==> src/rtl/f1_pkg.sv <==
// f1_pkg: loader state type, default frame size and lane helpers (F1_LOADER_BYTE_SWAP_EN selects big-endian lanes)
package f1_pkg;
  typedef enum logic [1:0] {IDLE, LOAD, FLUSH, DONE} f1_state_e;
  localparam int F1_FRAME_BYTES = 1024;
  function automatic logic [1:0] byte_lane(input logic [1:0] k);
`ifdef F1_LOADER_BYTE_SWAP_EN
    return ~k;
`else
    return k;
`endif
  endfunction
  function automatic logic [3:0] lane_mask(input logic [1:0] n);
`ifdef F1_LOADER_BYTE_SWAP_EN
    return ~(4'hF >> n);
`else
    return ~(4'hF << n);
`endif
  endfunction
endpackage

==> src/rtl/f1_byte_packer.sv <==
// f1_byte_packer: gathers accepted bytes into 32-bit words and produces write strobe, mask and data
module f1_byte_packer
  import f1_pkg::*;
(
  input  logic        clk,
  input  logic        rst,
  input  logic        clr,
  input  logic        acc,
  input  logic        flush,
  input  logic [7:0]  data,
  output logic [1:0]  lanes,
  output logic        wr,
  output logic [3:0]  mask,
  output logic [31:0] wdata
);
  logic [31:0] word, word_in;
  logic full;
  always_comb begin
    word_in = word;
    word_in[8*byte_lane(lanes) +: 8] = data;
    full = acc && lanes == 2'd3;
    wr = full || (flush && lanes != 2'd0);
    mask = full ? 4'hF : lane_mask(lanes);
    wdata = full ? word_in : word;
  end
  always_ff @(posedge clk)
    if (rst || clr || flush) begin
      lanes <= 2'd0;
      word <= '0;
    end else if (acc) begin
      lanes <= lanes + 2'd1;
      word <= full ? '0 : word_in;
    end
endmodule

==> src/rtl/f1_ram_loader.sv <==
// f1_ram_loader: streams feature bytes into the conv1 feature RAM as packed word writes (F1_LOADER_BYTE_SWAP_EN: big-endian packing)
module f1_ram_loader
  import f1_pkg::*;
#(
  parameter int          FRAME_BYTES = F1_FRAME_BYTES,
  parameter logic [31:0] BASE_ADDR   = 32'h0
) (
  input  logic        wclk,
  input  logic        rst,
  input  logic        start,
  input  logic        in_valid,
  input  logic [7:0]  in_data,
  input  logic        in_last,
  output logic        in_ready,
  output logic [3:0]  f1_wr_en,
  output logic [31:0] f1_waddr,
  output logic [31:0] f1_wdata,
  output logic        ena,
  output logic        busy,
  output logic        done
);
  localparam int CW = $clog2(FRAME_BYTES + 1);
  f1_state_e state, nxt;
  logic [CW-1:0] count, widx;
  logic [1:0] lanes;
  logic [3:0] mask;
  logic [31:0] pdata;
  logic acc, last, flush, wr;
  always_comb begin
    in_ready = state == LOAD;
    busy = state != IDLE;
    done = state == DONE;
    flush = state == FLUSH;
    acc = in_valid && in_ready;
    last = acc && (in_last || count == CW'(FRAME_BYTES - 1));
    nxt = state == IDLE ? (start ? LOAD : IDLE) :
          state == LOAD ? (last ? FLUSH : LOAD) :
          state == FLUSH ? (lanes == 2'd0 ? DONE : FLUSH) : IDLE;
  end
  f1_byte_packer u_packer (
    .clk(wclk), .rst(rst), .clr(done), .acc(acc), .flush(flush), .data(in_data),
    .lanes(lanes), .wr(wr), .mask(mask), .wdata(pdata)
  );
  always_ff @(posedge wclk) state <= rst ? IDLE : nxt;
  always_ff @(posedge wclk)
    if (rst) begin
      f1_wr_en <= 4'h0;
      f1_waddr <= '0;
      f1_wdata <= '0;
      ena <= 1'b0;
      count <= '0;
      widx <= '0;
    end else begin
      f1_wr_en <= wr ? mask : 4'h0;
      ena <= wr;
      if (wr) begin
        f1_waddr <= BASE_ADDR + 32'({widx, 2'b00});
        f1_wdata <= pdata;
      end
      count <= done ? '0 : count + CW'(acc);
      widx <= done ? '0 : widx + CW'(wr);
    end
endmodule

==> config.mk <==
export PLATFORM = sky130hd
export DESIGN_NAME = f1_ram_loader
export DESIGN_NICKNAME = d
export VERILOG_FILES = /design/src/rtl/f1_pkg.sv /design/src/rtl/f1_byte_packer.sv /design/src/rtl/f1_ram_loader.sv
export SDC_FILE = /design/constraint.sdc
export NUM_CORES = 1
export LEC_CHECK = 0
export CAP_MARGIN = 15
export CORE_ASPECT_RATIO = 0.75
export CORE_MARGIN = 10
export CORE_UTILIZATION = 52
export DETAILED_ROUTE_END_ITERATION = 12
export GPL_ROUTABILITY_DRIVEN = 0
export HOLD_SLACK_MARGIN = 0.12
export PLACE_DENSITY = 0.8
export SKIP_CTS_REPAIR_TIMING = 1
export SYNTH_ARGS = -nofsm -noshare
export SYNTH_HDL_FRONTEND = slang
export SYNTH_HIERARCHICAL = 1
export SYNTH_SLANG_ARGS = --single-unit
==> constraint.sdc <==
create_clock -name wclk -period 2.83 [get_ports wclk]
set_input_delay 0.283 -clock wclk [delete_from_list [all_inputs] [get_ports wclk]]
set_output_delay 0.283 -clock wclk [all_outputs]
set_load 0.05 [all_outputs]
* Yosys cells after proc, flatten, opt, wreduce, memory -nomap -nowiden *
Cells that the tools add are included.

storage, ports and cells
  bits in read-only memories = 0
  word-level logic and storage cells = 47
  bits of input ports = 13
  output and inout bits = 72
  memories kept = 0
  latch bits = 0
  register bits after elaboration = 106
  memory bits (writable) = 0

cells by class
  shifts and indexed selects = 3
  magnitude comparators = 0
  divide/modulo/power cells = 0
  multiplexer cells = 10
  equal/unequal tests = 5
  bitwise operators = 2
  multipliers = 0
  reductions and logical operators = 14
  add/subtract/negate cells = 4

operators by type and width
  cell                                                                      count
  32-bit 2-to-1 mux                                                         2
  5-bit negator with 34-bit output                                          1
  8-bit by 34-bit variable shift with 32-bit output (first input constant)  1
  8-bit by 34-bit indexed part select with 32-bit output                    1
  32-bit bitwise mux                                                        1
  11-bit by 1-bit adder with 11-bit output                                  2
  11-bit by 10-bit equality test with 1-bit output (second input constant)  1
  2-bit 2-to-1 mux                                                          4
  2-bit equality test (second input constant)                               3
  1-bit logical AND                                                         4
  2-bit logical NOT                                                         2
  1-bit logical OR                                                          4
  4-bit 2-to-1 mux                                                          1
  4-bit inverter                                                            1
  2-bit nonzero test                                                        2
  2-bit OR reduction                                                        2
  4-bit by 2-bit left shift with 4-bit output (first input constant)        1
  2-bit by 1-bit adder with 2-bit output (second input constant)            1
  2-bit by 1-bit equality test with 1-bit output (second input constant)    1
  1-bit 2-to-1 mux                                                          2
  1-bit inverter                                                            1

* Logic depth before layout (Yosys ltp) *
Gate-level depths: netlist of run 1.

  word-level depth = 6
  gate-level depth with buffers = 11
  gate-level depth less buffers = 8

* Modules after synthesis *
Netlist of run 1, hierarchy kept.

modules (own cells, without submodules)
  module          cells an instance  times used  area each (um^2)
  f1_ram_loader   291                1           2887.8
  f1_byte_packer  178                1           1695.4

* Worst setup path before layout of run 1 *
Ideal clock, no wire load.

  path kind = register -> register
  start point = reg state[0]
  end point = reg widx[10]
  setup time = 70 ps
  path buffers = 3
  required time = 2760 ps
  data arrival time = 2424 ps
  setup slack = 336 ps
  stages on the path, launching flop included = 12
  clock period less this slack = 2494 ps
  cells stage by stage = dfxtp_1 > buf_2 > and3b_1 > buf_2 > nand2_1 > clkbuf_1 > o21ai_0 > ha_1 > ha_1 > inv_1 > or4_1 > a21oi_1

between the ends
  word-level cells in the longest chain between the ends = 5
  elaborated cells between the ends (all ways) = 9
  classes of those cells = add/sub (1); eq/ne (3); reduce/logical (5)

RTL lines
  element                                         line                  source
  from (decl)                                     f1_ram_loader.sv:23   f1_state_e state, nxt;
  from (signal assigned)                          f1_ram_loader.sv:44   always_ff @(posedge wclk) state <= rst ? IDLE : nxt;
  2-bit by 1-bit equality test with 1-bit output  f1_ram_loader.sv:30   in_ready = state == LOAD;
  1-bit logical AND                               f1_ram_loader.sv:34   acc = in_valid && in_ready;
  net acc                                         f1_ram_loader.sv:28   logic acc, last, flush, wr;
  1-bit logical AND                               f1_byte_packer.sv:21  full = acc && lanes == 2'd3;
  1-bit logical OR                                f1_byte_packer.sv:22  wr = full || (flush && lanes != 2'd0);
  net wr                                          f1_ram_loader.sv:28
  11-bit by 1-bit adder with 11-bit output        f1_ram_loader.sv:61   widx <= done ? '0 : widx + CW'(wr);
  to (signal assigned)                            f1_ram_loader.sv:61
  to (decl)                                       f1_ram_loader.sv:24   logic [CW-1:0] count, widx;

The timed path passes the listed nets, and every way through them passes these cells.
A chain may end at the register's enable or synchronous reset.

* Final worst setup path of run 1 *
  start point = reg u_packer.lanes[1]
  end point = reg widx[10]

between the ends
  word-level cells in the longest chain between the ends = 4
  elaborated cells between the ends (all ways) = 6
  classes of those cells = add/sub (1); eq/ne (1); reduce/logical (4)

RTL lines
  element                                                    line                                        source
  from (decl)                                                f1_byte_packer.sv:11                        output logic [1:0] lanes,
  from (signal assigned)                                     f1_byte_packer.sv:31                        lanes <= lanes + 2'd1;
  2-bit equality test or 2-bit nonzero test (tied branches)  f1_byte_packer.sv:21, f1_byte_packer.sv:22
  1-bit logical AND (on tied branches)                       f1_byte_packer.sv:21, f1_byte_packer.sv:22
  1-bit logical OR *                                         f1_byte_packer.sv:22
  net wr                                                     f1_ram_loader.sv:28
  11-bit by 1-bit adder with 11-bit output *                 f1_ram_loader.sv:61

The timed path passes the listed nets; every way through them passes the cells marked *.

==> impl_metrics.toml, run 1 <==
[floorplan]
fp.dieH_um = 101.3
num_rows = 29
die-area_um2 = 13010
io_pins = 85
die_x_um = 128.4
fp.coreArea_um2 = 8527
initial_core_util_pct = 53.75

[flow_run]
maxCapViolCount = 0

[route]
dr_total_vias = 3537
routed_via_density = 5.535
wl_per_cell_um = 16.84
drt-total-wl_um = 10760
first_iter_violations = 280
drt-pass1-iter-count = 4
drc = 0
detail-route-antenna-nets = 0

[clock_tree]
clk_latency_ns = 0.35
cts-buffers-inserted = 9
htree_levels = 3
clkTransAtPathRegs_ns = 0.07
cts_root_buffer = "clkbuf_16"
cts_sinks = 106
clockBufferDepth = 2
cts_tree = "built"

[synth]
synth_edf_count = 0
synth_mux_area_share_pct = 9.391
ys_seq_area_share_pct = 46.30
avgSynthCellArea_um2 = 9.772
async_flop_share_pct = 0
yosysWarnings = 6
yosys_register_bits = 106
synth_xor_area_share_pct = 1.338
synth_top_family_by_area = "simple AND/OR/NAND/NOR gates"
synthFlopType = "dfxtp_1"
synth_fa_ha_area_share_pct = 2.730
syn_area_um2 = 4583
synth-simple-area-share_pct = 18.70
synth-compound-area-share_pct = 14.82
synth_cells = 469
synth_cell_types = 50

[timing]
fin_crit_ns = 2.399
max_freq_mhz = 416.8
skew_ns = 0.007057
max_slew_margin_pct = 50.90
rsz0062_at_grt = "no"
final_hold_viol_count = 0
tns_ns = 0
slew_viol_final = 0
period_share_pct = 84.78
finalSetupViolCount = 0
worst_pin_slew_ns = 0.7365

[worst_setup_path]
arrival_ns = 2.68
critPathMaxFanout = 8
crit_chain = "inv_1, ha_1, o21ai_4, ha_1, ha_1, inv_1, or4_1, a21oi_1"
endpoint_kind = "register"
critical_path.slowest_cell = "or4_1"
crit_path_frequent_cell = "ha_1"
startpoint = "u_packer/lanes[1]$_SDFFE_PP0P_"
critPathBufInv = 2
path_class = "register to register"
reg2reg_depth = 8
cp.depth = 8
cp_slowest_stage_delay_ns = 0.53
worstPathRequired_ns = 3.11
worstReg2RegStart = "u_packer/lanes[1]$_SDFFE_PP0P_"
cp_top_family = "adder cells"
crit_path_start_kind = "register"

[global_route]
grt_pass1_wl_um = 17610
overflow = 0
antenna_found_initial = 0
grt_max_degree = 45
track_usage_pct = 16.58
grt_pass1_vias = 3474

[cells_and_area]
mostFrequentLayoutCells = "106 x dfxtp_1, 70 x nor2_1, 62 x clkdlybuf4s50_1"
area_growth_pct = 20.28
final_common_cell = "dfxtp_1"
postLayoutCoreUtil_pct = 64.65
drive_gt1_share_pct = 7.345
fill_cells = 692
multi_input_area_um2 = 2243
n_antenna_cell = 0
seq_area_um2 = 2122
fin_nets = 549

[placement]
port_buffers = 63
dp_hpwl_um = 7830

[pwr]
p_per_area_nw_per_um2 = 549.1
p_leak_nw = 1.988
ir_drop_uv = 552.3

[worst_hold_path]
hold_path_class = "primary input to register"
min_from = "rst"
hold_depth = 2

[run_status]
status = "completed"
[flip-flops by register name (all words and copies together), names as in the netlist]
name / cells
state: 2
u_packer/lanes: 2
count: 11
f1_wr_en: 4
f1_waddr: 11
u_packer/word: 32
ena: 1
f1_wdata: 32
widx: 11
[path summary, 6_finish.rpt]
kind / slack [ns] / end
min reg2reg: 0.44 / u_packer/word[27]$_SDFFE_PP0P_
max: 0.43 / widx[10]$_SDFF_PP0_
min: 0.39 / f1_waddr[2]$_SDFFE_PP0P_
max reg2reg: 0.43 / widx[10]$_SDFF_PP0_
[kinds of logic (layout without fill, tap and decap cells)]
group	count (synthesis)	count (layout)
AOI/OAI and AO/OA	90	90
xor gates and xnor gates	7	7
adders and majority gates	10	10
buffers and inverters	51	93
DFF	106	106
muxes	43	43
other	1	21
and+or+nand+nor	161	161
[worst reg2reg max path, stage by stage (launching register included)]
cell     delay (ns)
dfxtp_1        0.44
inv_1          0.13
ha_1           0.34
o21ai_4        0.20
ha_1           0.20
ha_1           0.23
inv_1          0.12
or4_1          0.53
a21oi_1        0.16
[final cells by class]
type                       instances  share of cell area, %
clock buffer                      10                  4.335
clock inverter                     6                  1.316
inverter                           8                 0.5447
multi-input combinational        332                  40.69
sequential                       106                  38.49
tap                              108                  2.451
timing repair buffer              69                  12.17
[where the power goes]
group	switching, mW	total (mW)	internal (mW)
registers	0.00921	1.51	1.50
clock network	0.560	1.28	0.719
logic	0.178	0.238	0.0596
[synth_stat cells (8+ instances only)]
cell      count  area (µm²)
clkbuf_1      9       33.78
a22o_1       32       280.3
mux2i_1      43       430.4
buf_4        23       172.7
inv_1         8       30.03
nand2_1      18       67.56
dfxtp_1     106        2122
a32oi_1       8       70.07
nand3_1      11       55.05
buf_2         9       45.04
a21oi_1      13       65.06
ha_1         10       125.1
nor2_1       70       262.8
and2_1       10       62.56
o21ai_0      15       75.07
[metrics by stage]
stage | area, µm² | hold slack, ns | total power [mW] | setup slack (ns) | std cells
2_1_floorplan | 4658 | 0.4087 | 1.738 | 0.3364 | 489
3_3_place_gp | 5201 | 0.4246 | 1.772 | 0.4128 | 623
3_5_place_dp | 5201 | 0.4304 | 1.776 | 0.3351 | 623
4_1_cts | 5513 | 0.3854 | 3.046 | 0.4177 | 639
5_1_grt | 5513 | 0.4142 | 3.130 | 0.2550 | 639
6_report | 5513 | 0.3857 | 3.027 | 0.4309 | 639
[metal layers]
| metal | GRT usage [%] | vias up | wire length (µm) |
|---|---|---|---|
| met1 | 21.69 | 1662 | 4927 |
| met2 | 25.05 | 113 | 4688 |
| met3 | 5.585 | 14 | 957 |
| met5 | 0 | - | 0 |
| met4 | 5.699 | 0 | 184 |
| li1 | - | 1748 | - |
Power figures use the tool's default switching activity.
==> inputs of run 2 (changes only) <==
==> constraint.sdc (replaced) <==
create_clock -name wclk -period 2.21 [get_ports wclk]
set_input_delay 0.221 -clock wclk [delete_from_list [all_inputs] [get_ports wclk]]
set_output_delay 0.221 -clock wclk [all_outputs]
set_load 0.05 [all_outputs]
==> run 2 against run 1 <==
Via count rose by 3.4%. Maximum frequency rose by 12%. Worst setup slack worse by 0.36 ns. Design area increased by 1.7%. Die area stayed put. Combinational power increased by 35%.
==> impl_metrics.toml, run 2 (same netlist as run 1, synthesis figures left out) <==
[run_status]
status = "completed"

[clock_tree]
cts_root_buffer = "clkbuf_16"
clkTransAtPathRegs_ns = 0.07
clockBufferDepth = 2
htree_levels = 3
cts-buffers-inserted = 9
cts_tree = "built"
cts_sinks = 106
clk_latency_ns = 0.34

[worst_hold_path]
hold_path_class = "primary input to register"

[global_route]
track_usage_pct = 17.19
overflow = 0
grt_max_degree = 45
grt_pass1_vias = 3564
grt_pass1_wl_um = 18190
antenna_found_initial = 0

[timing]
rsz0062_at_grt = "no"
worst_pin_slew_ns = 0.5777
worst_slack_ns = 0.07557
finalSetupViolCount = 0
final_hold_viol_count = 0
period_share_pct = 96.58
slew_viol_final = 0
skew_ns = 0.006346
whs_ns = 0.2792
fin_crit_ns = 2.134
max_slew_margin_pct = 61.13
tns_ns = 0
max_freq_mhz = 468.5

[pwr]
p_per_area_nw_per_um2 = 679.4
ir_drop_uv = 505.3
p_leak_nw = 2.041
power_mw = 3.811

[worst_setup_path]
endpoint_kind = "register"
crit_path_frequent_cell = "inv_1"
arrival_ns = 2.41
crit_chain = "inv_1, ha_1, o21ai_4, ha_2, ha_4, inv_1, or4_1, a21oi_1"
critical_path.slowest_cell = "or4_1"
critPathMaxFanout = 6
cp_top_family = "adder cells"
cp_slowest_stage_delay_ns = 0.52
crit_path_start_kind = "register"
critPathBufInv = 2
worstPathRequired_ns = 2.49
path_class = "register to register"

[floorplan]
fp.coreArea_um2 = 8527
initial_core_util_pct = 53.75
fp.dieH_um = 101.3
io_pins = 85
die-area_um2 = 13010
num_rows = 29
die_x_um = 128.4

[route]
first_iter_violations = 323
drt-total-wl_um = 11070
drc = 0
routed_via_density = 5.625
dr_total_vias = 3656
detail-route-antenna-nets = 0
drt-pass1-iter-count = 5
wl_per_cell_um = 17.03

[placement]
port_buffers = 63
placed_cells = 637
dpl_cell_area_um2 = 5324
dp_hpwl_um = 7869
dp_slack_ns = -0.07421

[flow_run]
maxCapViolCount = 0

[cells_and_area]
fin_nets = 563
drive_gt1_share_pct = 10.33
mostFrequentLayoutCells = "105 x dfxtp_1, 70 x nor2_1, 61 x clkdlybuf4s50_1"
stdcell_area_um2 = 5609
final_common_cell = "dfxtp_1"
n_antenna_cell = 0
area_growth_pct = 22.39
stdcell_count = 650
postLayoutCoreUtil_pct = 65.78
reg.largest.list = "f1_wdata: 32 flops, u_packer/word: 32 flops"
==> run 2: cell types whose count changed in the layout (fill, tap and decap cells not counted), sizes merged <==
cell,delta
buf,+15
inv,-2
clkdlybuf4s50,-1
clkinv,-1
==> run 2: final timing paths <==
check / from / end / slack (ns) / cells past startpoint
worst max register to register: u_packer/lanes[0]$_SDFFE_PP0P_ / widx[10]$_SDFF_PP0_ / 0.08 / 8
worst min-delay path: rst / f1_wdata[22]$_SDFFE_PP0P_ / 0.28 / 2
worst max-delay path: u_packer/lanes[0]$_SDFFE_PP0P_ / widx[10]$_SDFF_PP0_ / 0.08 / 8
worst min register to register: u_packer/word[25]$_SDFFE_PP0P_ / u_packer/word[25]$_SDFFE_PP0P_ / 0.44 / 2
==> run 2: metal layers <==
| layer | share of wire [%] | GRT usage (%) | routed length [µm] | vias up |
|---|---|---|---|---|
| met2 | 45 | 26.53 | 4991 | 138 |
| met5 | 0 | 0 | 0 | - |
| li1 | - | - | - | 1774 |
| met4 | 1.6 | 7.254 | 179 | 0 |
| met1 | 46 | 22.03 | 5130 | 1730 |
| met3 | 6.9 | 5.010 | 768 | 14 |
==> run 2: final cells by class <==
| type | instances | area [µm²] |
|---|---|---|
| clock inverter | 3 | 42.54 |
| clock buffer | 10 | 239.0 |
| multi-input combinational | 332 | 2262 |
| timing repair buffer | 83 | 777.0 |
| fill | 673 | 2918 |
| sequential | 106 | 2123 |
| inverter | 8 | 30.03 |
| tap | 108 | 135.1 |
==> run 2: power by group <==
part	internal (mW)	total, mW	switching (mW)
clock	0.888	1.56	0.668
sequential	1.92	1.93	0.0109
combinational	0.0879	0.322	0.234
==> inputs of run 3 (changes only) <==
--- a/config.mk
+++ b/config.mk
@@ -7,11 +7,12 @@
 export LEC_CHECK = 0
 export CAP_MARGIN = 15
 export CORE_ASPECT_RATIO = 0.75
-export CORE_MARGIN = 10
+export CORE_MARGIN = 4
 export CORE_UTILIZATION = 52
 export DETAILED_ROUTE_END_ITERATION = 12
 export GPL_ROUTABILITY_DRIVEN = 0
 export HOLD_SLACK_MARGIN = 0.12
+export MAX_ROUTING_LAYER = met4
 export PLACE_DENSITY = 0.8
 export SKIP_CTS_REPAIR_TIMING = 1
 export SYNTH_ARGS = -nofsm -noshare
==> run 3 against run 2 <==
Clock-buffer cell count increased by 1. Worst setup slack better by 0.056 ns. Design area increased by 0.38%. Combinational power hardly changed. Routed wire length shrank 2.2%. Utilization grew 0.25 points. Clock skew hardly changed. Maximum frequency is 2.7% higher. First-iteration DRC count is 30% lower. Final cell count is 0.31% higher. Flip-flop and latch count unchanged. Largest power group unchanged.
==> impl_metrics.toml, run 3 (same netlist as run 1, synthesis figures left out) <==
[route]
dr_total_vias = 3683
drt-total-wl_um = 10830
drc = 0
detail-route-antenna-nets = 0
first_iter_violations = 225
drt-pass1-iter-count = 5
wl_per_cell_um = 16.60
routed_via_density = 5.649

[worst_setup_path]
r2r_end = "widx[10]$_SDFF_PP0_"
worstReg2RegStart = "u_packer/lanes[0]$_SDFFE_PP0P_"
critPathMaxFanout = 8
reg2reg_depth = 8
endpoint_kind = "register"
arrival_ns = 2.35
crit_path_start_kind = "register"
worstPathRequired_ns = 2.49
r2r_slack_ns = 0.13
path_class = "register to register"

[floorplan]
fp.dieH_um = 89.31
die_x_um = 116.4
initial_core_util_pct = 53.75
die-area_um2 = 10400
fp.coreArea_um2 = 8527
io_pins = 85
num_rows = 29

[cells_and_area]
reg.largest.list = "f1_wdata: 32 flops, u_packer/word: 32 flops"
stdcell_area_um2 = 5630
final_common_cell = "dfxtp_1"
drive_gt1_share_pct = 10.29
n_antenna_cell = 0
area_growth_pct = 22.85
mostFrequentLayoutCells = "104 x dfxtp_1, 70 x nor2_1, 62 x clkdlybuf4s50_1"
stdcell_count = 652
fin_nets = 563

[global_route]
antenna_found_initial = 0
grt_pass1_wl_um = 17470
track_usage_pct = 22.15
grt_pass1_vias = 3507
overflow = 0
grt_max_degree = 45

[pwr]
ir_drop_uv = 347.8
power_mw = 3.819
p_leak_nw = 2.036
p_per_area_nw_per_um2 = 678.2

[timing]
max_freq_mhz = 481.2
fin_crit_ns = 2.078
finalSetupViolCount = 0
rsz0062_at_grt = "no"
worst_pin_slew_ns = 0.6081
skew_ns = 0.006299
final_hold_viol_count = 0
max_slew_margin_pct = 59.19
tns_ns = 0
period_share_pct = 94.03
slew_viol_final = 0

[clock_tree]
clk_latency_ns = 0.34
cts_root_buffer = "clkbuf_16"
cts_tree = "built"
clockBufferDepth = 2
clkTransAtPathRegs_ns = 0.07
cts_sinks = 106
cts-buffers-inserted = 9
htree_levels = 3

[run_status]
status = "completed"

[placement]
placed_cells = 637
dp_hpwl_um = 7450
dpl_cell_area_um2 = 5326
port_buffers = 63

[flow_run]
maxCapViolCount = 0

[worst_hold_path]
hold_path_class = "primary input to register"
whs_endpoint = "state[1]$_SDFF_PP0_"
hold_depth = 3
min_from = "rst"
==> run 3: cell types whose count changed in the layout (fill, tap and decap cells not counted), sizes merged <==
| cell | previous run | this run |
|---|---|---|
| buf | 22 | 21 |
| clkbuf | 10 | 11 |
| clkdlybuf4s50 | 61 | 62 |
| clkinvlp | 1 | 2 |
==> run 3: stage by stage <==
step | hold WS (ns) | utilization [%] | setup slack [ns]
final | 0.3478 | 66.03 | 0.1319
after CTS | 0.3393 | 65.83 | 0.05296
after floorplan | 0.3467 | - | 0.01547
after global placement | 0.4235 | 62.47 | -0.005639
after global routing | 0.3597 | 66.03 | 0.03447
after detailed placement | 0.4327 | 62.47 | -0.05713
==> run 3: worst max-delay path by stage <==
stage                                        start                     end  cells after the start
global placement                          in_valid     widx[10]$_SDFF_PP0_                      9
finish              u_packer/lanes[0]$_SDFFE_PP0P_     widx[10]$_SDFF_PP0_                      8
floorplan                      state[0]$_SDFF_PP0_     widx[10]$_SDFF_PP0_                     11
CTS                 u_packer/lanes[0]$_SDFFE_PP0P_  f1_wr_en[1]$_SDFF_PP0_                      6
detailed placement                        in_valid  f1_wr_en[1]$_SDFF_PP0_                      7
global route        u_packer/lanes[0]$_SDFFE_PP0P_     widx[10]$_SDFF_PP0_                      8
==> run 3: power breakdown <==
part / switching (mW) / leakage, nW / internal [mW] / total (mW)
combinational: 0.231 / 1.05 / 0.0897 / 0.321
clock: 0.688 / 0.132 / 0.875 / 1.56
sequential: 0.0126 / 0.856 / 1.92 / 1.93
total: 0.931 / 2.04 / 2.89 / 3.82
==> run 3: area by class of cell <==
class                   count  area [µm²]
repair buffers             83       779.5
inverters                   8       30.03
multi-input cells         332        2272
well taps                 108       135.1
clock inverters             4       53.80
fillers                   670        2897
clock buffers              11       232.7
flip-flops and latches    106        2127
==> run 3: routing by layer <==
layer	vias to the layer above	global-route usage, %	routed length [µm]
met3	21	4.533	537
met4	0	6.744	163
met5	-	-	0
met1	1753	29.17	5263
met2	130	34.58	4860
li1	1779	-	-
==> run 3: worst max-delay path: stages, from the launching register on <==
cell     delay [ns]
dfxtp_4        0.40
inv_1          0.09
ha_1           0.25
o21ai_4        0.21
ha_4           0.18
ha_4           0.13
inv_1          0.08
or4_1          0.52
a21oi_1        0.15
